**src/rtl/crtc_timing.sv**
```systemverilog
// crtc_timing: 6845-style programmable CRT controller timing core.
//
// Generates horizontal/vertical sync, display enable, refresh memory address,
// raster address and cursor from a CPU-writable register file. All timing
// advances on clk edges where char_ce is high.
//
// Ports:
//   clk, reset    system clock, asynchronous active-high reset
//   char_ce       character clock enable
//   reg_we        register write strobe (sampled every clk)
//   reg_addr      register index 0..17
//   reg_wdata     register write data
//   reg_rdata     combinational read data (only R14/R15 are readable)
//   h_sync        horizontal sync, active-high
//   v_sync        vertical sync, active-high
//   de            display enable
//   ma            refresh memory address
//   ra            raster address within the character row
//   cursor        cursor active for this character
//   frame_start   one-character pulse at h=0, row=0, raster=0
//
// Outputs are registered: on each char_ce edge they capture the values of the
// character the counters currently point at, while the counters advance.
module crtc_timing #(
  parameter int unsigned H_WIDTH  = 8,
  parameter int unsigned V_WIDTH  = 7,
  parameter int unsigned RA_WIDTH = 5,
  parameter int unsigned MA_WIDTH = 14
) (
  input  logic                clk,
  input  logic                reset,
  input  logic                char_ce,
  input  logic                reg_we,
  input  logic [4:0]          reg_addr,
  input  logic [7:0]          reg_wdata,
  output logic [7:0]          reg_rdata,
  output logic                h_sync,
  output logic                v_sync,
  output logic                de,
  output logic [MA_WIDTH-1:0] ma,
  output logic [RA_WIDTH-1:0] ra,
  output logic                cursor,
  output logic                frame_start
);

  typedef enum logic [1:0] {StActive, StBlank, StAdjust} vstate_e;

  localparam logic [7:0] RegDefault [16] = '{
    8'd63, 8'd40, 8'd48, 8'h15, 8'd32, 8'd0, 8'd25, 8'd28,
    8'd0,  8'd7,  8'h20, 8'd0,  8'h10, 8'd0, 8'd0,  8'd0
  };

  // ---------------------------------------------------------------------------
  // Register file
  // ---------------------------------------------------------------------------
  logic [7:0] regs_q [16];

  always_ff @(posedge clk or posedge reset) begin
    if (reset) begin
      regs_q <= RegDefault;
    end else if (reg_we && !reg_addr[4] && (reg_addr[3:0] != 4'd8)) begin
      regs_q[reg_addr[3:0]] <= reg_wdata;
    end
  end

  always_comb begin
    reg_rdata = '0;
    if (reg_addr == 5'd14) begin
      reg_rdata = regs_q[14];
    end else if (reg_addr == 5'd15) begin
      reg_rdata = regs_q[15];
    end
  end

  // Decoded register fields
  logic [H_WIDTH-1:0]  r_htot, r_hdisp, r_hspos;
  logic [V_WIDTH-1:0]  r_vtot, r_vdisp, r_vspos;
  logic [RA_WIDTH-1:0] r_maxra;
  logic [4:0]          r_adj;
  logic [3:0]          hs_width_m1, vs_width_m1;
  logic [MA_WIDTH-1:0] start_addr, cur_addr;

  assign r_htot      = H_WIDTH'(regs_q[0]);
  assign r_hdisp     = H_WIDTH'(regs_q[1]);
  assign r_hspos     = H_WIDTH'(regs_q[2]);
  // Width fields of 0 mean 16; subtracting 1 in 4 bits wraps 0 to 15.
  assign hs_width_m1 = regs_q[3][3:0] - 4'd1;
  assign vs_width_m1 = regs_q[3][7:4] - 4'd1;
  assign r_vtot      = V_WIDTH'(regs_q[4]);
  assign r_adj       = regs_q[5][4:0];
  assign r_vdisp     = V_WIDTH'(regs_q[6]);
  assign r_vspos     = V_WIDTH'(regs_q[7]);
  assign r_maxra     = RA_WIDTH'(regs_q[9]);
  assign start_addr  = MA_WIDTH'({regs_q[12], regs_q[13]});
  assign cur_addr    = MA_WIDTH'({regs_q[14], regs_q[15]});

  logic unused_bits;
  assign unused_bits = ^{regs_q[5][7:5], regs_q[8], regs_q[10][7], regs_q[11][7:5]};

  // ---------------------------------------------------------------------------
  // Counter state
  // ---------------------------------------------------------------------------
  logic [H_WIDTH-1:0]  h_cnt_q;
  logic [V_WIDTH-1:0]  row_q;
  logic [RA_WIDTH-1:0] ra_q;
  vstate_e             state_q;
  logic [MA_WIDTH-1:0] ma_q, row_start_q;
  logic [3:0]          hs_rem_q, vs_rem_q;
  logic [5:0]          frame_cnt_q;

  // ---------------------------------------------------------------------------
  // Next-line computation (applied only at end-of-line)
  // ---------------------------------------------------------------------------
  logic                h_end, ra_last, row_last, adj_done, frame_wrap, adj_d;
  logic [V_WIDTH-1:0]  row_d;
  logic [RA_WIDTH-1:0] ra_d;
  vstate_e             state_d;

  // The all-ones terms keep the counters from running away when a total
  // register is rewritten below the current count.
  assign h_end    = (h_cnt_q == r_htot) || (h_cnt_q == '1);
  assign ra_last  = (ra_q == r_maxra) || (ra_q == '1);
  assign row_last = (row_q == r_vtot) || (row_q == '1);
  assign adj_done = (32'(ra_q) + 32'd1) >= 32'(r_adj);

  always_comb begin
    frame_wrap = 1'b0;
    adj_d      = 1'b0;
    row_d      = row_q;
    ra_d       = ra_q + 1'b1;
    if (state_q == StAdjust) begin
      adj_d = 1'b1;
      if (adj_done) begin
        frame_wrap = 1'b1;
      end
    end else if (ra_last) begin
      ra_d = '0;
      if (row_last) begin
        if (r_adj == 5'd0) begin
          frame_wrap = 1'b1;
        end else begin
          adj_d = 1'b1;
        end
      end else begin
        row_d = row_q + 1'b1;
      end
    end
    if (frame_wrap) begin
      row_d = '0;
      ra_d  = '0;
      adj_d = 1'b0;
    end
    if (adj_d) begin
      state_d = StAdjust;
    end else if (row_d < r_vdisp) begin
      state_d = StActive;
    end else begin
      state_d = StBlank;
    end
  end

  // ---------------------------------------------------------------------------
  // Per-character output terms for the current counter values
  // ---------------------------------------------------------------------------
  logic                hs_start, vs_start, de_c, hs_c, vs_c, fs_c, cur_c;
  logic                ra_in_cursor, blink_on, latch_row_start;
  logic [MA_WIDTH-1:0] row_start_d;

  assign hs_start = (h_cnt_q == r_hspos);
  assign vs_start = (row_q == r_vspos) && (ra_q == '0) && (state_q != StAdjust);
  assign hs_c     = hs_start || (hs_rem_q != 4'd0);
  assign vs_c     = vs_start || (vs_rem_q != 4'd0);
  assign de_c     = (h_cnt_q < r_hdisp) && (state_q == StActive);
  assign fs_c     = (h_cnt_q == '0) && (row_q == '0) && (ra_q == '0) && (state_q != StAdjust);

  assign ra_in_cursor = (32'(ra_q) >= 32'(regs_q[10][4:0])) &&
                        (32'(ra_q) <= 32'(regs_q[11][4:0]));

  always_comb begin
    blink_on = 1'b1;
    unique case (regs_q[10][6:5])
      2'b00: blink_on = 1'b1;
      2'b01: blink_on = 1'b0;
      2'b10: blink_on = ~frame_cnt_q[4];
      2'b11: blink_on = ~frame_cnt_q[5];
      default: blink_on = 1'b1;
    endcase
  end

  assign cur_c = de_c && (ma_q == cur_addr) && ra_in_cursor && blink_on;

  // The first undisplayed address of the last raster becomes the next row's base.
  assign latch_row_start = (h_cnt_q == r_hdisp) && ra_last && (state_q != StAdjust);
  assign row_start_d     = latch_row_start ? ma_q : row_start_q;

  // ---------------------------------------------------------------------------
  // Timing FSM, counters and registered outputs
  // ---------------------------------------------------------------------------
  always_ff @(posedge clk or posedge reset) begin
    if (reset) begin
      h_cnt_q     <= '0;
      row_q       <= '0;
      ra_q        <= '0;
      state_q     <= StActive;
      ma_q        <= MA_WIDTH'(16'h1000);
      row_start_q <= MA_WIDTH'(16'h1000);
      hs_rem_q    <= '0;
      vs_rem_q    <= '0;
      frame_cnt_q <= '0;
      h_sync      <= 1'b0;
      v_sync      <= 1'b0;
      de          <= 1'b0;
      ma          <= '0;
      ra          <= '0;
      cursor      <= 1'b0;
      frame_start <= 1'b0;
    end else if (char_ce) begin
      h_sync      <= hs_c;
      v_sync      <= vs_c;
      de          <= de_c;
      ma          <= ma_q;
      ra          <= ra_q;
      cursor      <= cur_c;
      frame_start <= fs_c;

      // A new match restarts the pulse width.
      if (hs_start) begin
        hs_rem_q <= hs_width_m1;
      end else if (hs_rem_q != 4'd0) begin
        hs_rem_q <= hs_rem_q - 4'd1;
      end

      row_start_q <= row_start_d;

      if (h_end) begin
        h_cnt_q <= '0;
        row_q   <= row_d;
        ra_q    <= ra_d;
        state_q <= state_d;
        if (vs_start) begin
          vs_rem_q <= vs_width_m1;
        end else if (vs_rem_q != 4'd0) begin
          vs_rem_q <= vs_rem_q - 4'd1;
        end
        if (frame_wrap) begin
          ma_q        <= start_addr;
          row_start_q <= start_addr;
          frame_cnt_q <= frame_cnt_q + 6'd1;
        end else begin
          ma_q <= row_start_d;
        end
      end else begin
        h_cnt_q <= h_cnt_q + 1'b1;
        ma_q    <= ma_q + 1'b1;
      end
    end
  end

endmodule

```
**config.mk**
```make
export PLATFORM = sky130hd
export DESIGN_NAME = crtc_timing
export DESIGN_NICKNAME = d
export VERILOG_FILES = /design/src/rtl/crtc_timing.sv
export SDC_FILE = /design/constraint.sdc
export NUM_CORES = 1
export LEC_CHECK = 0
export CORE_AREA = 3 3 141 143
export CTS_CLUSTER_DIAMETER = 30
export DETAILED_ROUTE_END_ITERATION = 10
export DIE_AREA = 0 0 144 146
export PLACE_DENSITY = 0.86
export SYNTH_ARGS = -nofsm -noshare
export SYNTH_HDL_FRONTEND = slang
export SYNTH_SLANG_ARGS = --single-unit
```
**constraint.sdc**
```tcl
create_clock -name clk -period 6.37 [get_ports clk]
set_input_delay 1.274 -clock clk [delete_from_list [all_inputs] [get_ports clk]]
set_output_delay 1.274 -clock clk [all_outputs]
set_load 0.02 [all_outputs]
```
-- Yosys cells after proc, flatten, opt, wreduce, memory -nomap -nowiden
Cells that the tools add are included.
- output and inout bits: 32
- bits of input ports: 17
- word-level logic and storage cells: 139
- flip-flop bits (word level): 216
- magnitude comparators: 7
- add/sub/neg operators: 10
- bitwise gates (word level): 3
- equal/unequal tests: 18
- mux-type cells: 34
- reduce and logical (&&, ||, !) cells: 35
- operators by type and width (cell ; number):
    $bwmux 128 ; 1
    $mux 14 ; 4
    $demux 8 s4 ; 1
    $mux 8 ; 4
    $mux 7 ; 4
    $eq 8x8->1 ; 3
    $mux 4 ; 4
    $sub 4x1->4 const B ; 4
    $logic_and 1x1->1 ; 15
    $mux 5 ; 3
    $add 14x1->14 const B ; 1
    $eq 14x14->1 ; 1
    $eq 7x7->1 ; 2
    $mux 1 ; 11
    $eq 5x4->1 const B ; 2
    $logic_not 5->1 ; 2
    $add 8x1->8 const B ; 1
    $eq 8x8->1 const B ; 1
    $logic_not 8->1 ; 1
    $lt 8x8->1 ; 1
    $reduce_bool 4->1 ; 2
    $add 7x1->7 const B ; 1
    $eq 7x7->1 const B ; 1
    $logic_not 7->1 ; 1
    25 further kinds ; 36

-- Depth between registers and ports, before layout
Gate-level depths: netlist of run 1.
- word-level depth: 9
- gate-level depth with buffers: 18
- gate-level depth less buffers: 16

-- Least setup slack after synthesis of run 1
Ideal clock, no wire load.
- path kind: input to output
- start point: input port reg_addr[0]
- end point: output port reg_rdata[0]
- path buffers: 1
- required time: 5.096 ns
- cell stages on the path: 3
- setup slack: 3.001 ns
- arrival time: 2.095 ns
- cells stage by stage: buf_1 mux2i_1 nor2_1
- longest elaborated chain between the ends: 3
- elaborated cells on any way between the ends: 4
- those cells by class: eq/ne (2); mux (2)
- ends and longest elaborated chain (item ; line ; text):
    from (decl) ; 34 ; input logic [4:0] reg_addr,
    $eq 5x4->1 ; 70 ; end else if (reg_addr == 5'd15) begin
    $mux 8 ; 70 ;
    $mux 8 (*) ; 68 ; if (reg_addr == 5'd14) begin
    to (decl) ; 36 ; output logic [7:0] reg_rdata,
Every way passes the cells marked *; elsewhere a longest branch is shown, timed or not.

-- Worst setup path in the final report of run 1
- start point: input port reg_addr[3]
- end point: output port reg_rdata[0]
The elaborated chain is that of the path after synthesis.

==> metrics.md, run 1 <==
| Metric | Value |
|---|---|
| Post-route design area | `11400 µm²` |
| Syn Inst Count | `946` |
| DP Wirelength | `15900 µm` |
| CP Buf/Inv Count | `2` |
| Critical path class | `input port to output pin` |
| Initial antenna violation count | `0` |
| Mapped Nets | `1003` |
| Total negative slack | `0 ns` |
| Clock Latency Late Sink | `0.44 ns` |
| Asr flop ratio synth | `1.00` |
| WP data arrival | `3.38 ns` |
| Critical-path top delay cell | `clkdlybuf4s50_1` |
| CP endpoint kind | `output pin` |
| Post-Place Worst Slack | `1.77 ns` |
| 1st-iter DRT viols | `1031` |
| Core area | `18700 µm²` |
| N_diodes | `0` |
| Register bit total from synthesis | `193` |
| Final period utilization | `0.731` |
| RSZ-0062 raised after global routing | `false` |
| Startpoint Class | `input port` |
| Global Route Usage Sum | `0.237` |
| Fin worst setup slack | `1.72 ns` |
| Final wirelength | `24300 µm` |
| Avg WL per Cell | `20.1 µm` |
| HP Class | `flip-flop to flip-flop` |
| Largest net degree at the start of global routing | `194` |
| Max-cap viol count | `0` |
| Vias | `7567` |
| X dimension of the die | `144 µm` |
| Hold Crit Depth | `1` |
| Global-route track usage on met2 | `0.371` |
| Starting Density | `0.549` |
| IO Port Bufs | `48` |
| Post-synth top area share | `0.405` |
| Syn. warnings | `0` |
| Hold WS | `0.469 ns` |
| DR vias/cell | `6.26` |
| Gr busiest metal | `met2` |
| Grt met3 use | `0.0565` |
| GR Overflow Total | `0` |
| Post-Syn Area | `10300 µm²` |
| CTS tree | `yes` |
| Post-synthesis sequential area ratio | `0.474` |
| CP delay by family, top | `buffers and inverters` |
| Vias in the first global route | `7582` |
| Num CTS Buffers | `17` |
| Setup bufs post-CTS | `0` |
| DP Area | `10800 µm²` |
| Fin util | `0.610` |
| Crit-path max cell delay | `0.67 ns` |
| Post-synth EDFFs | `0` |
| Root buffer cell | `clkbuf_16` |
| Placer Congestion | `0.909` |
| Dominant synthesized flop cell | `dfrtp_1` |
| Clk sink count | `193` |
| Commonest cells in the netlist | `dfrtp_1 (166), mux2_2 (126), nand2_1 (60)` |
| # IOs | `49` |
| Layout Skew | `0.00881 ns` |
| PD cells | `343 nW/µm²` |
| Final min period | `4.65 ns` |
| Clk buf depth | `2` |
| DRT Pass-1 Iters | `5` |
| ANT nets after route | `0` |
| Fmax | `215 MHz` |
| Area Growth Syn to Fin | `11.3%` |
| Peak supply drop | `0.228 mV` |
| Count of unique library cells instantiated by Yosys | `64` |
| Transition time of the tightest slew-check pin | `1.07 ns` |
| Stages on worst setup path | `4` |
| Crit path top cell by count | `clkdlybuf4s50_1` |
| Hold_buf cts | `0` |
| CP max FO | `8` |
| # H-tree levels | `4` |
| # setup viols final | `0` |
| Full die area | `21000 µm²` |
| Die Y | `146 µm` |
| Slew Limit Fails | `0` |
| Cell Rows | `50` |
| Post-CTS sizing | `0` |
| Outcome | `finished, final reports clean` |
| Final nets | `1019` |
| CTS clock-pin slew for the worst setup and hold paths | `0.06 ns` |
| P_leak | `5.04 nW` |
| Worst Path Required | `5.10 ns` |
| First-pass GRT wire length | `39300 µm` |
| Largest cells by area after synthesis | `dfrtp_1 (40%), mux2_2 (14%), dfstp_2 (6.9%), ha_1 (4.9%), xnor2_1 (2.7%)` |
| Final hold vios | `0` |
| Met1 global-route usage | `0.314` |
| Area leader, netlist | `dfrtp_1` |
| Worst Reg2Reg Path Length in Cells | `7` |
| Crit-path cells | `clkdlybuf4s50_1 -> nand4b_1 -> nor2_1 -> clkdlybuf4s50_1` |
| Average instance area after synthesis | `10.8 µm²` |
| Ratio of cells with drive above 1 in the final layout | `0.210` |
| # DRC | `0` |
| Count leader, synth | `dfrtp_1` |
| Relative slew slack | `0.287` |
## cells in the final DEF, fill, tap and decap left out, types with 4 or more instances in the layout
| cell type | netlist | routed |
|---|---|---|
| xnor2_1 | 32 | 32 |
| o31ai_1 | 4 | 4 |
| o21ai_0 | 41 | 41 |
| nand4_1 | 17 | 17 |
| clkdlybuf4s50_1 | 0 | 47 |
| nor3_1 | 15 | 14 |
| o32ai_1 | 6 | 6 |
| nand2_1 | 60 | 60 |
| a21oi_1 | 30 | 30 |
| nor3b_1 | 5 | 5 |
| a31oi_1 | 8 | 8 |
| nor4_1 | 9 | 9 |
| nand3_1 | 32 | 32 |
| a21o_1 | 4 | 4 |
| mux2_2 | 126 | 126 |
| ha_1 | 40 | 40 |
| dfstp_2 | 27 | 27 |
| nand2b_1 | 14 | 14 |
| inv_1 | 55 | 54 |
| clkbuf_16 | 0 | 17 |
| a32o_1 | 4 | 4 |
| buf_4 | 0 | 6 |
| mux2i_1 | 23 | 23 |
| a221o_1 | 4 | 4 |
| nor2_1 | 45 | 45 |
| a22oi_1 | 7 | 7 |
| o221ai_1 | 5 | 5 |
| a22o_1 | 5 | 5 |
| xor2_1 | 32 | 32 |
| nor2b_1 | 11 | 11 |
| o22ai_1 | 6 | 6 |
| dfrtp_1 | 166 | 166 |
| and3_1 | 9 | 9 |
## sequential cells by signal (all words and copies together) (netlist names), 6 cells and up
register     count
r_hspos          8
r_vspos          7
regs_q          36
ma              14
row_q            7
cur_addr        14
ma_q            14
frame_cnt_q      6
r_vtot           7
r_htot           8
r_vdisp          7
row_start_q     14
h_cnt_q          8
r_hdisp          8
## where the power goes
part           internal [mW]  total, mW  switching (mW)
clock network          0.563       1.04           0.475
logic                  0.542       1.06           0.517
registers               1.52       1.82           0.306
## path summary, 6_finish.rpt
path                           startpoint              to  slack [ns]
max                           reg_addr[3]    reg_rdata[0]        1.72
min                        frame_cnt_q[5]  frame_cnt_q[5]        0.47
max reg2reg                    h_cnt_q[6]  frame_cnt_q[4]        2.50
min reg2reg                frame_cnt_q[5]  frame_cnt_q[5]        0.47
max in group asynchronous           reset  frame_cnt_q[3]        4.12
min in group asynchronous           reset           ra[4]        1.46
## per-layer routing
layer  wire length, µm  vias up
li1                  -     3406
met1              9960     3727
met2             11700      357
met3              1930       77
met4               770        0
met5                 0        -
## area by class of cell
cell class / instances / area (µm²)
Tap cell: 234 / 293
Sequential cell: 193 / 4860
Timing Repair Buffer: 55 / 541
Multi-Input combinational cell: 640 / 4940
Inverter: 55 / 210
Clock inverter: 11 / 106
Clock buffer: 21 / 460
Fill cell: 1453 / 7290
## cell families after synthesis
logic type	count (synthesis)	share of synthesized area
AND/OR/NAND/NOR	237	0.119
flip-flops	193	0.474
AO/OA/AOI/OAI	150	0.0983
multiplexers	149	0.161
buffers and inverters	113	0.0449
XOR/XNOR	64	0.0546
adder cells (fa/ha/maj)	40	0.0488
## metrics by stage
| step | total power, mW | cells |
|---|---|---|
| after global placement | 2.82 | 1177 |
| after detailed placement | 2.89 | 1177 |
| after floorplan | 2.54 | 946 |
| final | 3.92 | 1209 |
| after global routing | 4.14 | 1209 |
| after CTS | 3.93 | 1209 |
(Power assumes the default switching activity.)
==> run 2, diff against run 1 <==
Clock period 6.37 ns to 3.8 ns, I/O delays scaled along.
==> metrics.md, run 2 (synthesis results as in run 1) <==
| Metric | Value |
|---|---|
| Final wirelength | `25500 µm (was 24300 µm)` |
| Slew Limit Fails | `0 (unchanged)` |
| Final nets | `1038 (was 1019)` |
| HP Class | `flip-flop to flip-flop (unchanged)` |
| Fin util | `0.621 (was 0.610)` |
| Post-Place Worst Slack | `0.385 ns (was 1.77 ns)` |
| X dimension of the die | `144 µm (unchanged)` |
| Final min period | `3.49 ns` |
| End of the critical path | `reg_rdata[6] (was reg_rdata[0])` |
| PD cells | `576 nW/µm² (was 343 nW/µm²)` |
| Clk sink count | `193 (unchanged)` |
| Startpoint Class | `input port (unchanged)` |
| Filler cells | `1392 (was 1453)` |
| Global Route Usage Sum | `0.249 (was 0.237)` |
| Layout Skew | `0.0150 ns (was 0.00881 ns)` |
| Critical Path Start | `reg_addr[0] (was reg_addr[3])` |
| Max-cap viol count | `0 (unchanged)` |
| Vias | `7714 (was 7567)` |
| Total power | `6.69 mW (was 3.92 mW)` |
| Setup bufs post-CTS | `0 (unchanged)` |
| Transition time of the tightest slew-check pin | `1.03 ns (was 1.07 ns)` |
| Num CTS Buffers | `17 (unchanged)` |
| CTS tree | `yes (unchanged)` |
| Full die area | `21000 µm² (unchanged)` |
| Reg-to-reg startpoint | `ra_q[1] (was h_cnt_q[6])` |
| Ratio of cells with drive above 1 in the final layout | `0.227 (was 0.210)` |
| ANT nets after route | `0 (unchanged)` |
| Clock Latency Late Sink | `0.45 ns (was 0.44 ns)` |
| Die Y | `146 µm (unchanged)` |
| Root buffer cell | `clkbuf_16 (unchanged)` |
| N_diodes | `0 (unchanged)` |
| Fin worst setup slack | `0.313 ns (was 1.72 ns)` |
| Worst Path Required | `3.04 ns (was 5.10 ns)` |
| Core area | `18700 µm² (unchanged)` |
| P_leak | `5.15 nW (was 5.04 nW)` |
| 1st-iter DRT viols | `800 (was 1031)` |
| Total negative slack | `0 ns (unchanged)` |
| CTS clock-pin slew for the worst setup and hold paths | `0.07 ns (was 0.06 ns)` |
| Relative slew slack | `0.313 (was 0.287)` |
| Area Growth Syn to Fin | `13.1% (was 11.3%)` |
| Post-CTS sizing | `0 (unchanged)` |
| Outcome | `finished, final reports clean (unchanged)` |
| DP Wirelength | `17200 µm (was 15900 µm)` |
| Final hold vios | `0 (unchanged)` |
| Initial antenna violation count | `0 (unchanged)` |
| # H-tree levels | `4 (unchanged)` |
| Hold Crit Depth | `1 (unchanged)` |
| Starting Density | `0.549 (unchanged)` |
| WP data arrival | `2.73 ns (was 3.38 ns)` |
| RSZ-0062 raised after global routing | `false (unchanged)` |
| Vias in the first global route | `7743 (was 7582)` |
| Cell Rows | `50 (unchanged)` |
| # IOs | `49 (unchanged)` |
| Top reg by flops | `regs_q (unchanged)` |
| Final period utilization | `0.918` |
| CP max FO | `10 (was 8)` |
| Avg WL per Cell | `20.8 µm (was 20.1 µm)` |
| CP endpoint kind | `output pin (unchanged)` |
| Peak supply drop | `0.367 mV (was 0.228 mV)` |
| # DRC | `0 (unchanged)` |
| Hold_buf cts | `0 (unchanged)` |
| Clk buf depth | `2 (unchanged)` |
| Hold WS | `0.486 ns (was 0.469 ns)` |
| Largest net degree at the start of global routing | `60 (was 194)` |
| DRT Pass-1 Iters | `6 (was 5)` |
| R2r endpoint | `state_q[0] (was frame_cnt_q[4])` |
| First-pass GRT wire length | `41100 µm (was 39300 µm)` |
| Commonest non-fill, non-tap cell in the layout | `dfrtp_1 (unchanged)` |
| Placer Congestion | `0.922 (was 0.909)` |
| Worst reg-to-reg setup slack | `0.36 ns (was 2.50 ns)` |
| Most frequent cells in the layout | `dfrtp_1 (166), mux2_2 (126), nand2_1 (60) (unchanged)` |
| IO Port Bufs | `48 (unchanged)` |
| Worst Reg2Reg Path Length in Cells | `16 (was 7)` |
| DR vias/cell | `6.28 (was 6.26)` |
| Fmax | `287 MHz` |
| Critical path class | `input port to output pin (unchanged)` |
| Max reg flops | `36 (unchanged)` |
| GR Overflow Total | `0 (unchanged)` |
| # setup viols final | `0 (unchanged)` |
## run 2: cell count changes in the layout (fill, tap and decap cells not counted)
cell and delta:
buf_12 +1, buf_4 +18, clkbuf_1 -2, clkbuf_8 -1
clkinv_2 -3, clkinv_4 -2, clkinv_8 +2, inv_6 +4
inv_8 +2
## run 2: final cells by class
class	count	area (µm²)	share of cell area
clock inverter	14	164	0.0141
inverter	55	210	0.0181
tap	234	293	0.0252
sequential	193	4860	0.419
timing repair buffer	74	696	0.0599
multi-input combinational	640	4940	0.426
clock buffer	18	439	0.0378
## run 2: report_power, final
group	leakage (nW)	total, mW	switching, mW	internal (mW)
sequential	2.36	3.06	0.519	2.54
clock	0.290	1.82	0.861	0.957
combinational	2.50	1.81	0.892	0.918
total	5.15	6.69	2.27	4.42
## run 2: layer usage
metal | GRT usage | share of wire | up-vias
met4 | 0.127 | 0.049 | 0
met5 | 0 | 0 | -
met3 | 0.0578 | 0.085 | 121
met2 | 0.389 | 0.48 | 409
li1 | - | - | 3436
met1 | 0.322 | 0.39 | 3748
## run 2: stage by stage
stage / std cells / cell area, µm²
2_1_floorplan: 946 / 10300
3_3_place_gp: 1196 / 11000
3_5_place_dp: 1196 / 11000
4_1_cts: 1228 / 11600
5_1_grt: 1228 / 11600
6_report: 1228 / 11600
## run 2: worst max-delay path: stages
cell and delay [ns]:
clkdlybuf4s50_1 0.90, buf_4 0.26, mux2i_1 0.21, nor2_1 0.05, clkdlybuf4s50_1 0.54
## run 2: worst min path at each step
| stage | startpoint | endpoint | slack [ns] |
|---|---|---|---|
| global placement | frame_cnt_q[5] | frame_cnt_q[5] | 0.45 |
| floorplan | frame_cnt_q[5] | frame_cnt_q[5] | 0.43 |
| global route | frame_cnt_q[5] | frame_cnt_q[5] | 0.50 |
| CTS | frame_cnt_q[5] | frame_cnt_q[5] | 0.49 |
| finish | frame_cnt_q[5] | frame_cnt_q[5] | 0.49 |
| detailed placement | frame_cnt_q[5] | frame_cnt_q[5] | 0.48 |
